===== src/rtl/vga_if.sv =====
`default_nettype none
// +------------------------------------------------------------------+
// | vga_if                                                           |
// | Timing position, sync/blank flags and pixel colour passed        |
// | between stages of the VGA draw chain.                            |
// | Revision: 1.0                                                    |
// +------------------------------------------------------------------+
interface vga_if;
   logic [10:0] hcount;
   logic [10:0] vcount;
   logic        hsync;
   logic        vsync;
   logic        hblnk;
   logic        vblnk;
   logic [11:0] rgb;

   modport vga_out (output hcount, vcount, hsync, vsync, hblnk, vblnk, rgb);
   modport vga_in  (input  hcount, vcount, hsync, vsync, hblnk, vblnk, rgb);
endinterface
`default_nettype wire


===== src/rtl/draw_bg_scroll.sv =====
`default_nettype none
// +------------------------------------------------------------------+
// | draw_bg_scroll                                                   |
// | Scaled, horizontally scrolling, wrap-around background renderer  |
// | with bank selection and a configurable ROM read latency.         |
// | Revision: 1.0                                                    |
// +------------------------------------------------------------------+
module draw_bg_scroll #(
   parameter int unsigned SCALE_SHIFT = 2,
   parameter int unsigned IMG_W       = 256,
   parameter int unsigned IMG_H       = 192,
   parameter int unsigned BANKS       = 2,
   parameter int unsigned ROM_LATENCY = 1,
   parameter int unsigned ADDR_W      = 20,
   parameter logic [11:0] FILL_RGB    = 12'h000
) (
   input  logic                                     clk,
   input  logic                                     rst,
   input  logic [10:0]                              hcount_in,
   input  logic [10:0]                              vcount_in,
   input  logic                                     hsync_in,
   input  logic                                     vsync_in,
   input  logic                                     hblnk_in,
   input  logic                                     vblnk_in,
   input  logic                                     scroll_en,
   input  logic                                     scroll_dir,
   input  logic [3:0]                               scroll_speed,
   input  logic [((BANKS > 1) ? $clog2(BANKS) : 1)-1:0] bank_sel,
   input  logic [11:0]                              rgb_background,
   output logic [ADDR_W-1:0]                        bg_addr,
   output logic [$clog2(IMG_W)-1:0]                 scroll_offset,
   vga_if.vga_out                                   vga_out
);

   localparam int unsigned c_OFS_W  = $clog2(IMG_W);
   localparam int unsigned c_BANK_W = (BANKS > 1) ? $clog2(BANKS) : 1;
   localparam int unsigned c_SUM_W  = (c_OFS_W > 4) ? c_OFS_W : 4;
   localparam int unsigned c_X_W    = (c_OFS_W > 11) ? c_OFS_W : 11;
   localparam int unsigned c_DEPTH  = ROM_LATENCY + 1;
   localparam logic [ADDR_W-1:0] c_BANK_SIZE = ADDR_W'(IMG_W * IMG_H);

   // Timing fields plus the out-of-image flag, carried alongside the ROM read
   typedef struct packed {
      logic [10:0] hcount;
      logic [10:0] vcount;
      logic        hsync;
      logic        vsync;
      logic        hblnk;
      logic        vblnk;
      logic        oob;
   } tap_t;

   typedef struct packed {
      logic [10:0] hcount;
      logic [10:0] vcount;
      logic        hsync;
      logic        vsync;
      logic        hblnk;
      logic        vblnk;
      logic [11:0] rgb;
   } pix_t;

   logic                vblnk_prev_q, vblnk_prev_d;
   logic [c_OFS_W-1:0]  offset_q, offset_d;
   logic [c_BANK_W-1:0] bank_q, bank_d;
   logic [ADDR_W-1:0]   addr_q, addr_d;
   tap_t                dly_q [c_DEPTH];
   tap_t                dly_d [c_DEPTH];
   pix_t                out_q, out_d;

   logic                w_tick;
   logic [c_BANK_W-1:0] w_bank_clamped;
   logic [c_SUM_W-1:0]  w_step_sum;
   logic [10:0]         w_hs;
   logic [10:0]         w_sy;
   logic [c_X_W-1:0]    w_xsum;
   logic [c_OFS_W-1:0]  w_sx;
   logic                w_oob;

   // One pulse per frame, on the rising edge of vertical blanking
   assign w_tick = vblnk_in & ~vblnk_prev_q;

   generate
      if ((1 << c_BANK_W) == BANKS) begin : g_bank_direct
         assign w_bank_clamped = bank_sel;
      end else begin : g_bank_clamp
         // Requests past the last bank select the last bank
         always_comb begin
            w_bank_clamped = bank_sel;
            if (32'(bank_sel) >= BANKS) w_bank_clamped = c_BANK_W'(BANKS - 1);
         end
      end
   endgenerate

   // Per-frame state: scroll offset (wraps modulo IMG_W) and bank latch
   always_comb begin
      vblnk_prev_d = vblnk_in;
      offset_d     = offset_q;
      bank_d       = bank_q;
      w_step_sum   = scroll_dir ? (c_SUM_W'(offset_q) - c_SUM_W'(scroll_speed))
                                : (c_SUM_W'(offset_q) + c_SUM_W'(scroll_speed));
      if (w_tick) begin
         if (scroll_en) offset_d = w_step_sum[c_OFS_W-1:0];
         bank_d = w_bank_clamped;
      end
   end

   // Address stage: scaled position, horizontal wrap, row-major bank layout
   always_comb begin
      w_hs   = hcount_in >> SCALE_SHIFT;
      w_sy   = vcount_in >> SCALE_SHIFT;
      w_xsum = c_X_W'(w_hs) + c_X_W'(offset_q);
      w_sx   = w_xsum[c_OFS_W-1:0];
      w_oob  = (32'(w_sy) >= IMG_H);
      addr_d = ADDR_W'(bank_q) * c_BANK_SIZE;
      if (!w_oob) addr_d = addr_d + (ADDR_W'(w_sy) << c_OFS_W) + ADDR_W'(w_sx);
   end

   // Delay line matching the address register plus the ROM latency
   always_comb begin
      dly_d[0].hcount = hcount_in;
      dly_d[0].vcount = vcount_in;
      dly_d[0].hsync  = hsync_in;
      dly_d[0].vsync  = vsync_in;
      dly_d[0].hblnk  = hblnk_in;
      dly_d[0].vblnk  = vblnk_in;
      dly_d[0].oob    = w_oob;
      for (int i = 1; i < int'(c_DEPTH); i++) dly_d[i] = dly_q[i-1];
   end

   // Colour select: blanking forces black, below the image uses the fill colour
   always_comb begin
      out_d.hcount = dly_q[c_DEPTH-1].hcount;
      out_d.vcount = dly_q[c_DEPTH-1].vcount;
      out_d.hsync  = dly_q[c_DEPTH-1].hsync;
      out_d.vsync  = dly_q[c_DEPTH-1].vsync;
      out_d.hblnk  = dly_q[c_DEPTH-1].hblnk;
      out_d.vblnk  = dly_q[c_DEPTH-1].vblnk;
      if (dly_q[c_DEPTH-1].hblnk || dly_q[c_DEPTH-1].vblnk) out_d.rgb = 12'h000;
      else if (dly_q[c_DEPTH-1].oob)                        out_d.rgb = FILL_RGB;
      else                                                  out_d.rgb = rgb_background;
   end

   // State registers
   always_ff @(posedge clk) begin
      if (rst) begin
         vblnk_prev_q <= 1'b0;
         offset_q     <= '0;
         bank_q       <= '0;
         addr_q       <= '0;
         for (int i = 0; i < int'(c_DEPTH); i++) dly_q[i] <= '0;
         out_q        <= '0;
      end else begin
         vblnk_prev_q <= vblnk_prev_d;
         offset_q     <= offset_d;
         bank_q       <= bank_d;
         addr_q       <= addr_d;
         for (int i = 0; i < int'(c_DEPTH); i++) dly_q[i] <= dly_d[i];
         out_q        <= out_d;
      end
   end

   assign bg_addr        = addr_q;
   assign scroll_offset  = offset_q;
   assign vga_out.hcount = out_q.hcount;
   assign vga_out.vcount = out_q.vcount;
   assign vga_out.hsync  = out_q.hsync;
   assign vga_out.vsync  = out_q.vsync;
   assign vga_out.hblnk  = out_q.hblnk;
   assign vga_out.vblnk  = out_q.vblnk;
   assign vga_out.rgb    = out_q.rgb;

endmodule
`default_nettype wire


===== src/flat_wrapper.sv =====
// flat-port wrapper written by rule: the top's interface ports become plain ports
module draw_bg_scroll_flat 
#(
   parameter int unsigned SCALE_SHIFT = 2,
   parameter int unsigned IMG_W       = 256,
   parameter int unsigned IMG_H       = 192,
   parameter int unsigned BANKS       = 2,
   parameter int unsigned ROM_LATENCY = 1,
   parameter int unsigned ADDR_W      = 20,
   parameter logic [11:0] FILL_RGB    = 12'h000
)
  (clk, rst, hcount_in, vcount_in, hsync_in, vsync_in, hblnk_in, vblnk_in, scroll_en, scroll_dir, scroll_speed, bank_sel, rgb_background, bg_addr, scroll_offset, vga_out_hcount, vga_out_vcount, vga_out_hsync, vga_out_vsync, vga_out_hblnk, vga_out_vblnk, vga_out_rgb);
  vga_if vga_out_i ();
  input  logic clk;
  input  logic rst;
  input  logic [10:0] hcount_in;
  input  logic [10:0] vcount_in;
  input  logic hsync_in;
  input  logic vsync_in;
  input  logic hblnk_in;
  input  logic vblnk_in;
  input  logic scroll_en;
  input  logic scroll_dir;
  input  logic [3:0] scroll_speed;
  input  logic [((BANKS > 1) ? $clog2(BANKS) : 1)-1:0] bank_sel;
  input  logic [11:0] rgb_background;
  output logic [ADDR_W-1:0] bg_addr;
  output logic [$clog2(IMG_W)-1:0] scroll_offset;
  output wire logic [$bits(vga_out_i.hcount)-1:0] vga_out_hcount;
  output wire logic [$bits(vga_out_i.vcount)-1:0] vga_out_vcount;
  output wire logic [$bits(vga_out_i.hsync)-1:0] vga_out_hsync;
  output wire logic [$bits(vga_out_i.vsync)-1:0] vga_out_vsync;
  output wire logic [$bits(vga_out_i.hblnk)-1:0] vga_out_hblnk;
  output wire logic [$bits(vga_out_i.vblnk)-1:0] vga_out_vblnk;
  output wire logic [$bits(vga_out_i.rgb)-1:0] vga_out_rgb;
  assign vga_out_hcount = vga_out_i.hcount;
  assign vga_out_vcount = vga_out_i.vcount;
  assign vga_out_hsync = vga_out_i.hsync;
  assign vga_out_vsync = vga_out_i.vsync;
  assign vga_out_hblnk = vga_out_i.hblnk;
  assign vga_out_vblnk = vga_out_i.vblnk;
  assign vga_out_rgb = vga_out_i.rgb;
  draw_bg_scroll #(.SCALE_SHIFT(SCALE_SHIFT), .IMG_W(IMG_W), .IMG_H(IMG_H), .BANKS(BANKS), .ROM_LATENCY(ROM_LATENCY), .ADDR_W(ADDR_W), .FILL_RGB(FILL_RGB)) u_core (.clk(clk), .rst(rst), .hcount_in(hcount_in), .vcount_in(vcount_in), .hsync_in(hsync_in), .vsync_in(vsync_in), .hblnk_in(hblnk_in), .vblnk_in(vblnk_in), .scroll_en(scroll_en), .scroll_dir(scroll_dir), .scroll_speed(scroll_speed), .bank_sel(bank_sel), .rgb_background(rgb_background), .bg_addr(bg_addr), .scroll_offset(scroll_offset), .vga_out(vga_out_i));
endmodule

===== config.mk =====
export PLATFORM = sky130hd
export DESIGN_NAME = draw_bg_scroll_flat
export DESIGN_NICKNAME = d
export VERILOG_FILES = /design/src/rtl/vga_if.sv /design/src/rtl/draw_bg_scroll.sv /design/src/flat_wrapper.sv
export SDC_FILE = /design/constraint.sdc
export NUM_CORES = 1
export LEC_CHECK = 0
export ABC_AREA = 1
export CAP_MARGIN = 20
export CORE_MARGIN = 2
export CORE_UTILIZATION = 48
export CTS_BUF_LIST = sky130_fd_sc_hd__clkbuf_16
export DETAILED_ROUTE_END_ITERATION = 6
export MAX_ROUTING_LAYER = met4
export PLACE_DENSITY = 0.79
export SLEW_MARGIN = 20
export SYNTH_ARGS = -nofsm -noshare
export SYNTH_HDL_FRONTEND = slang
export SYNTH_SLANG_ARGS = --single-unit

===== constraint.sdc =====
create_clock -name clk -period 2.3 [get_ports clk]
set_clock_uncertainty 0.05 [all_clocks]
set_input_delay 0.23 -clock clk [delete_from_list [all_inputs] [get_ports clk]]
set_output_delay 0.23 -clock clk [all_outputs]
set_load 0.01 [all_outputs]

* Word level (Yosys, flattened, before mapping) *
Memories as Yosys holds them, arrays and structs flattened.
Index checks and enable logic that the tools add are counted.

word-level totals
  register bits = 68
  bits in writable memories = 54
  bits of input ports = 47
  output and inout port bits = 66
  logic and storage cells = 35
  memories kept = 1

cells by class
  $add $sub $neg = 5
  multipliers = 1
  magnitude comparators = 1
  multiplexer cells = 7
  bitwise logic cells = 4
  reduce and logical (&&, ||, !) cells = 4

memories
  memory        depth  bits a word  read ports  clocked after memory_dff  write ports  RTL line              RTL
  u_core.dly_q  2      27           2           0                         2            draw_bg_scroll.sv:67  tap_t dly_q [c_DEPTH];

operators by type and width
  kind                                                                count
  2-to-1 mux 27 bit                                                   2
  adder 18 x 8 -> 19 bit                                              1
  adder 17 x 17 -> 18 bit                                             1
  2-to-1 mux 17 bit                                                   1
  greater-or-equal comparator 9 x 8 -> 1 bit (second input constant)  1
  adder 8 x 4 -> 8 bit                                                1
  adder 8 bit                                                         1
  2-to-1 mux 8 bit                                                    1
  subtractor 8 x 4 -> 8 bit                                           1
  multiplier 1 x 2 -> 3 bit (second input constant)                   1
  2-to-1 mux 1 bit                                                    3
  OR reduction 3 bit                                                  1
  bitwise OR 1 bit                                                    2
  AND reduction 2 bit                                                 1
  OR reduction 2 bit                                                  1
  AND 1 bit                                                           1
  logical OR 1 bit                                                    1
  NOT 1 bit                                                           1

* Logic depth before layout (Yosys ltp) *
Gate-level depths: netlist of the first run.

  word-level depth = 4
  mapped depth = 14
  depth with buffers taken out = 14

* Worst setup path before layout of the first run *
Ideal clock, no wire load.

  path type = input to register
  start point = input scroll_speed[1]
  end point = register u_core.offset_q[6] (netlist: u_core.scroll_offset[6])
  setup time = 0.117 ns
  data arrival time = 1.625 ns
  required time = 2.133 ns
  path slack = 0.508 ns
  cell stages on the path = 10
  path buffers = 0
  cells stage by stage = nor3_1 > ha_1 > o21ai_0 > ha_1 > a21oi_1 > nand2_1 > nand2_1 > a21oi_1 > nor2_1 > nor2_1

between the ends
  cells in the longest elaborated chain, start to end = 2
  elaborated cells between the ends (all ways) = 3
  classes of those cells = add/sub (2); mux (1)

RTL lines
  item                                                                      RTL line                                      RTL
  from (decl)                                                               flat_wrapper.sv:24                            input logic [3:0] scroll_speed;
  adder 8 x 4 -> 8 bit / subtractor 8 x 4 -> 8 bit (equally long branches)  draw_bg_scroll.sv:101, draw_bg_scroll.sv:100
  2-to-1 mux 8 bit *                                                        draw_bg_scroll.sv:100                         w_step_sum = scroll_dir ? (c_SUM_W'(offset_q) - c_SUM_W'(scroll_speed))
  to (signal assigned)                                                      draw_bg_scroll.sv:155                         offset_q <= offset_d;
  to (decl)                                                                 draw_bg_scroll.sv:64                          logic [c_OFS_W-1:0] offset_q, offset_d;

Every way passes the cells marked *; elsewhere a longest branch is shown, timed or not.
A chain may end at the register's enable or synchronous reset.

* Final worst setup path of the first run *
Ends and elaborated chain as after synthesis.

==> out/results.ini, run 1 <==
[worst_setup_path]
r2r_cells = 10
crit_path_max_fanout = 4
critical_path_class = input pin to register
critical_path.startpoint_type = input pin
arrival_ns = 2.24
end_kind = register
r2r_slack_ns = 0.47
cp_data_required_time_ns = 2.54
rr_startpoint = u_core.scroll_offset[0]
max_stage_delay_ns = 0.42
path_delay_family = simple AND/OR/NAND/NOR gates
critPathBufInv = 1
crit_slowest_cell = clkdlybuf4s50_1
path_cells = clkdlybuf4s50_1, nor3_1, ha_1, o21ai_0, ha_1, a21oi_1, nand2_1, nand2_1, a21oi_1, nor2_1, nor2_1
worstReg2RegEnd = u_core.bg_addr[6]

[global_route]
grt.total_usage = 0.200
gr-usage-met2 = 0.327
antenna_found_initial = 0
grt_max_degree = 33
grt.busiest_layer = met2
use_met1 = 0.219
grt_pass1_vias = 3149
overflow = 0
grt_pass1_wl_mm = 14.5
grt_util_met3 = 0.0741

[layout]
fin_util = 0.702
diodes = 0
fin_nets = 688
fin_area_um2 = 6030
area_growth_pct = 44.0
drive_gt1_frac = 0.0757

[pwr]
p_per_area_nw_per_um2 = 931
ir_drop_mv = 0.666
seqPwrFrac = 0.392
clock_power_share = 0.512
power_frac_comb = 0.096
p_leak_uw = 0.00284
p_total_uw = 5610
sw_frac_of_total = 0.223
p_switching_uw = 1250
p_int_uw = 4360

[yosys]
synth.yosys.seq_area_share = 0.569
synthTopCellsByCount = inv_1 (122), dfxtp_1 (119), nor2_1 (114)
synth.area.top_cells = dfxtp_1 (57%), inv_1 (11%), nor2_1 (10%), ha_1 (5.1%), nand2_1 (3.5%)
ys_ff_latch = 119
ys_warn_count = 0
ys_types = 30
ys.flop_type = dfxtp_1
async_flop_share = 0
yosysMostFrequentCell = inv_1
synth_top_area_frac = 0.569
avgSynthCellArea_um2 = 8.40
yosys.area.top_type = dfxtp_1
synth_edf_count = 0
synth_cells = 498
netlist_area_um2 = 4190

[floorplan]
die_area_um2 = 9480
rows = 34
die_w_um = 97.4
core_um2 = 8590
initial_core_util = 0.487
io_pins = 113
die_y_um = 97.4

[hold_path]
whs_endpoint = u_core.dly_q[0][1]
hold_depth = 2
hold_path.class = input pin to register
worstHoldStart = rst

[timing]
layout_min_cycle_time_ns = 2.00
timing.setup.tns_ns = 0
setup_viol = 0
hold_viol_final = 0
relSlewSlack = 0.653
worst_pin_slew_ns = 0.521
rsz0062_at_grt = false
timing.final.max_slew_violations = 0
fmax_mhz = 501
finalCritPeriodShare = 0.868
hold_slack_ns = 0.238

[clocking]
post-cts-setup-buffers = 0
htreeDepth = 4
cts_buffer_depth = 2
clk_pin_slew_ns = 0.06
clk_latency_ns = 0.40
cts_sinks = 119
numCtsBuffers = 17
root_buffer = clkbuf_16
postCtsResizedCells = 0
cts_tree = yes
cts_hold_buf = 0

[route]
num_vias = 3220
drt.antenna.violating_nets = 0
first_pass_iters = 4
drc = 0
vias_per_cell = 4.34
wirelength_mm = 8.64
wire_per_inst_um = 11.6
drtIter0Drc = 98

[placed_design]
place.gp.congestion = 0.848
dp_hpwl_mm = 5.83
port_buffers = 110
placed_cell_area_um2 = 5380

[flow_run]
cap_violations = 0

[run_status]
outcome = finished clean

==> state kept, by name, summed over array words and instances (netlist names), 8 cells and up <==
| register | cells |
|---|---|
| u_core.scroll_offset | 8 |
| u_core.vga_out.vcount | 11 |
| u_core.dly_q | 54 |
| u_core.vga_out.hcount | 11 |
| u_core.bg_addr | 18 |
| u_core.vga_out.rgb | 12 |
==> logic make-up (layout without fill, tap and decap cells) <==
kind of cell,Yosys count,in the layout,share of synthesized area
xor gates and xnor gates,4,4,0.00837
and+or+nand+nor,179,179,0.173
other,1,3,0.000896
AOI/OAI and AO/OA,35,35,0.0478
DFF,119,119,0.569
adders and majority gates,20,20,0.0652
buffers and inverters,140,274,0.136
==> per-stage QoR <==
stage                     setup slack [ns]  cells
final                                0.303    742
after global routing                 0.154    742
after CTS                            0.308    742
after detailed placement            -0.122    710
after global placement             -0.0303    710
after floorplan                      0.508    500
==> layout make-up <==
cell class	count	area, um2
fill	632	2560
tap	108	135
inverter	125	469
timing repair buffer	117	1150
clock buffer	17	425
sequential	119	2380
clock inverter	15	225
multi-input combinational	241	1240
==> how the worst max path moves through the flow <==
stage               startpoint                       to  slack, ns  depth (start not counted)
3_5_place_dp   scroll_speed[1]  u_core.scroll_offset[6]      -0.12                         11
6_report       scroll_speed[1]  u_core.scroll_offset[6]       0.30                         11
4_1_cts        scroll_speed[1]  u_core.scroll_offset[6]       0.31                         11
5_1_grt        scroll_speed[2]  u_core.scroll_offset[4]       0.15                         11
2_1_floorplan  scroll_speed[1]  u_core.scroll_offset[6]       0.51                         10
3_3_place_gp   scroll_speed[0]  u_core.scroll_offset[7]      -0.03                         14
==> worst reg2reg max path: stages, from the launching register on <==
cell     delay [ns]
dfxtp_1        0.41
ha_1           0.20
inv_1          0.06
fa_1           0.36
inv_1          0.10
nand3_1        0.07
nand2_1        0.14
nand3_1        0.12
nand2_1        0.08
nand2_1        0.05
a21oi_1        0.13
==> power groups by stage <==
stage,sequential [uW],combinational (uW),clock [uW]
after global placement,2240,521,0
after floorplan,2260,267,0
after detailed placement,2240,536,0
final,2200,539,2870
after CTS,2200,544,2920
after global routing,2210,605,3020
==> routing by layer <==
metal | part of all wire | vias to the layer above
li1 | - | 1698
met1 | 0.42 | 1411
met2 | 0.50 | 95
met3 | 0.053 | 16
met4 | 0.030 | 0
met5 | 0 | -
==> placed cells by master, fill, tap and decap left out, types with 2 or more instances in the layout <==
cell type and n:
clkdlybuf4s50_1 109, clkinv_4 3, xnor2_1 2, o21a_1 3, clkbuf_16 17, inv_1 123, ha_1 17, bufinv_16 5
a21oi_2 2, fa_1 3, buf_4 7, inv_6 3, clkinvlp_4 2, nor3_1 3, dfxtp_1 119, nor2_1 114
nand3_1 16, a21oi_1 16, xor2_1 2, conb_1 3, inv_2 3, nand2_1 39, o21ai_0 9, nor2_2 2
(Power assumes the default switching activity.)
==> run 2, diff against run 1 <==
--- a/config.mk
+++ b/config.mk
@@ -13,7 +13,6 @@
 export DETAILED_ROUTE_END_ITERATION = 6
 export MAX_ROUTING_LAYER = met4
 export PLACE_DENSITY = 0.79
-export SLEW_MARGIN = 20
 export SYNTH_ARGS = -nofsm -noshare
 export SYNTH_HDL_FRONTEND = slang
 export SYNTH_SLANG_ARGS = --single-unit
==> results of run 2 <==
No change in the layout: final DEF, timing and power equal those of run 1.
==> run 3, diff against run 2 <==
--- a/config.mk
+++ b/config.mk
@@ -6,8 +6,7 @@
 export NUM_CORES = 1
 export LEC_CHECK = 0
 export ABC_AREA = 1
-export CAP_MARGIN = 20
-export CORE_MARGIN = 2
+export CORE_MARGIN = 1
 export CORE_UTILIZATION = 48
 export CTS_BUF_LIST = sky130_fd_sc_hd__clkbuf_16
 export DETAILED_ROUTE_END_ITERATION = 6
==> out/results.ini, run 3 (synthesis gave the netlist of run 1 again) <==
[placed_design]
dp_hpwl_mm = 5.93  ; was 5.83 mm
port_buffers = 110  ; unchanged
placed_cell_area_um2 = 5390  ; was 5380 um2
place.gp.congestion = 0.887  ; was 0.848

[flow_run]
cap_violations = 0  ; unchanged

[global_route]
grt_pass1_vias = 2802  ; was 3149
grt_pass1_wl_mm = 12.5  ; was 14.5 mm
grt_max_degree = 40  ; was 33
overflow = 0  ; unchanged
grt.total_usage = 0.191  ; was 0.200
antenna_found_initial = 0  ; unchanged

[timing]
timing.setup.tns_ns = 0  ; unchanged
hold_viol_final = 0  ; unchanged
finalCritPeriodShare = 0.870  ; was 0.868
rsz0062_at_grt = false  ; unchanged
timing.final.max_slew_violations = 0  ; unchanged
fmax_mhz = 499  ; was 501 MHz
layout_min_cycle_time_ns = 2.00  ; about the same
setup_viol = 0  ; unchanged

[pwr]
p_leak_uw = 0.00281  ; was 0.00284 uW
ir_drop_mv = 0.498  ; was 0.666 mV
p_per_area_nw_per_um2 = 872  ; was 931 nW/um2

[worst_setup_path]
end_kind = register  ; unchanged
critPathLaunch = scroll_speed[1]  ; unchanged
arrival_ns = 2.24  ; about the same
r2r_slack_ns = 0.50  ; was 0.47 ns
critical_path_class = input pin to register  ; unchanged
crit_path_max_fanout = 4  ; unchanged
cp_data_required_time_ns = 2.54  ; about the same
critical_path.startpoint_type = input pin  ; unchanged
rr_startpoint = u_core.scroll_offset[0]  ; unchanged

[clocking]
clk_latency_ns = 0.39  ; was 0.40 ns
cts_buffer_depth = 2  ; unchanged
root_buffer = clkbuf_16  ; unchanged
cts_sinks = 119  ; unchanged
numCtsBuffers = 17  ; unchanged
post-cts-setup-buffers = 0  ; unchanged
cts_tree = yes  ; unchanged
htreeDepth = 4  ; unchanged
postCtsResizedCells = 0  ; unchanged
cts_hold_buf = 0  ; unchanged
clk_pin_slew_ns = 0.06  ; about the same

[floorplan]
die_y_um = 95.4  ; was 97.4 um
io_pins = 113  ; unchanged
die_area_um2 = 9100  ; was 9480 um2
initial_core_util = 0.502  ; was 0.487
rows = 33  ; was 34
die_w_um = 95.4  ; was 97.4 um
core_um2 = 8340  ; was 8590 um2

[layout]
fin_nets = 690  ; was 688
drive_gt1_frac = 0.0802  ; was 0.0757
diodes = 0  ; unchanged
mostFrequentLayoutCells = inv_1 (122), dfxtp_1 (119), nor2_1 (114)  ; was inv_1 (123), dfxtp_1 (119), nor2_1 (114)
regMostFlops = u_core.dly_q  ; unchanged
fin_area_um2 = 5960  ; was 6030 um2
mostFrequentLayoutCell = inv_1  ; unchanged
largest_reg_flops = 54  ; unchanged
area_growth_pct = 42.3  ; was 44.0%

[route]
routed.top_layer = met4  ; unchanged
vias_per_cell = 4.32  ; was 4.34
drt.antenna.violating_nets = 0  ; unchanged
route.met3.wl_um = 402  ; was 456 um
wirelength_mm = 8.19  ; was 8.64 mm
drtIter0Drc = 66  ; was 98
wl_met2_mm = 4.10  ; was 4.28 mm
drc = 0  ; unchanged
first_pass_iters = 4  ; unchanged
num_vias = 3204  ; was 3220
wire_per_inst_um = 11.0  ; was 11.6 um
wl_met1_mm = 3.57  ; was 3.64 mm

[hold_path]
hold_path.class = input pin to register  ; unchanged
worstHoldStart = rst  ; unchanged

[run_status]
outcome = finished clean  ; unchanged

==> run 3: cell count changes in the layout (fill, tap and decap cells not counted) <==
| cell | change |
|---|---|
| clkinvlp_4 | +1 |
| inv_8 | +1 |
| buf_4 | +2 |
| bufinv_16 | -4 |
| inv_6 | +2 |
| clkinv_2 | +1 |
| inv_1 | -1 |
==> run 3: report_power, final <==
| group | internal (uW) | leakage, uW | switching (uW) |
|---|---|---|---|
| clock | 1510 | 0.000271 | 947 |
| combinational | 278 | 0.00156 | 266 |
| sequential | 2160 | 0.000979 | 39.4 |
==> run 3: layer usage <==
layer,GRT usage,vias up
li1,-,1701
met3,0.0590,11
met4,0.0958,0
met2,0.304,81
met1,0.218,1411
met5,-,-
==> run 3: path summary, 6_finish.rpt <==
check,endpoint,cells after the start
setup / recovery,u_core.scroll_offset[6],11
hold / removal,u_core.vga_out.vcount[8],2
setup reg to reg,u_core.bg_addr[6],10
hold reg to reg,u_core.dly_q[0][29],2
==> run 3: metrics by stage <==
step / total power, uW / hold slack, ns / cells / worst slack (ns) / util
after floorplan: 2530 / 0.287 / 500 / 0.508 / -
after global placement: 2770 / 0.339 / 709 / -0.0151 / 0.646
after detailed placement: 2790 / 0.342 / 709 / -0.135 / 0.646
after CTS: 5260 / 0.129 / 741 / 0.294 / 0.714
after global routing: 5420 / 0.144 / 741 / 0.0363 / 0.714
final: 5200 / 0.144 / 741 / 0.298 / 0.714
==> run 3: cell type report <==
cell class	count	area, um2
fillers	641	2380
flip-flops and latches	119	2380
multi-input cells	241	1240
repair buffers	119	1160
inverters	125	469
clock buffers	17	425
clock inverters	15	143
well taps	105	131
==> run 3: worst max-delay path, cell delays in order <==
cell             delay (ns)
clkdlybuf4s50_1        0.42
nor3_1                 0.28
ha_1                   0.28
o21ai_0                0.17
ha_1                   0.30
a21oi_1                0.18
nand2_1                0.10
nand2_1                0.09
a21oi_1                0.06
nor2_1                 0.10
nor2_1                 0.04
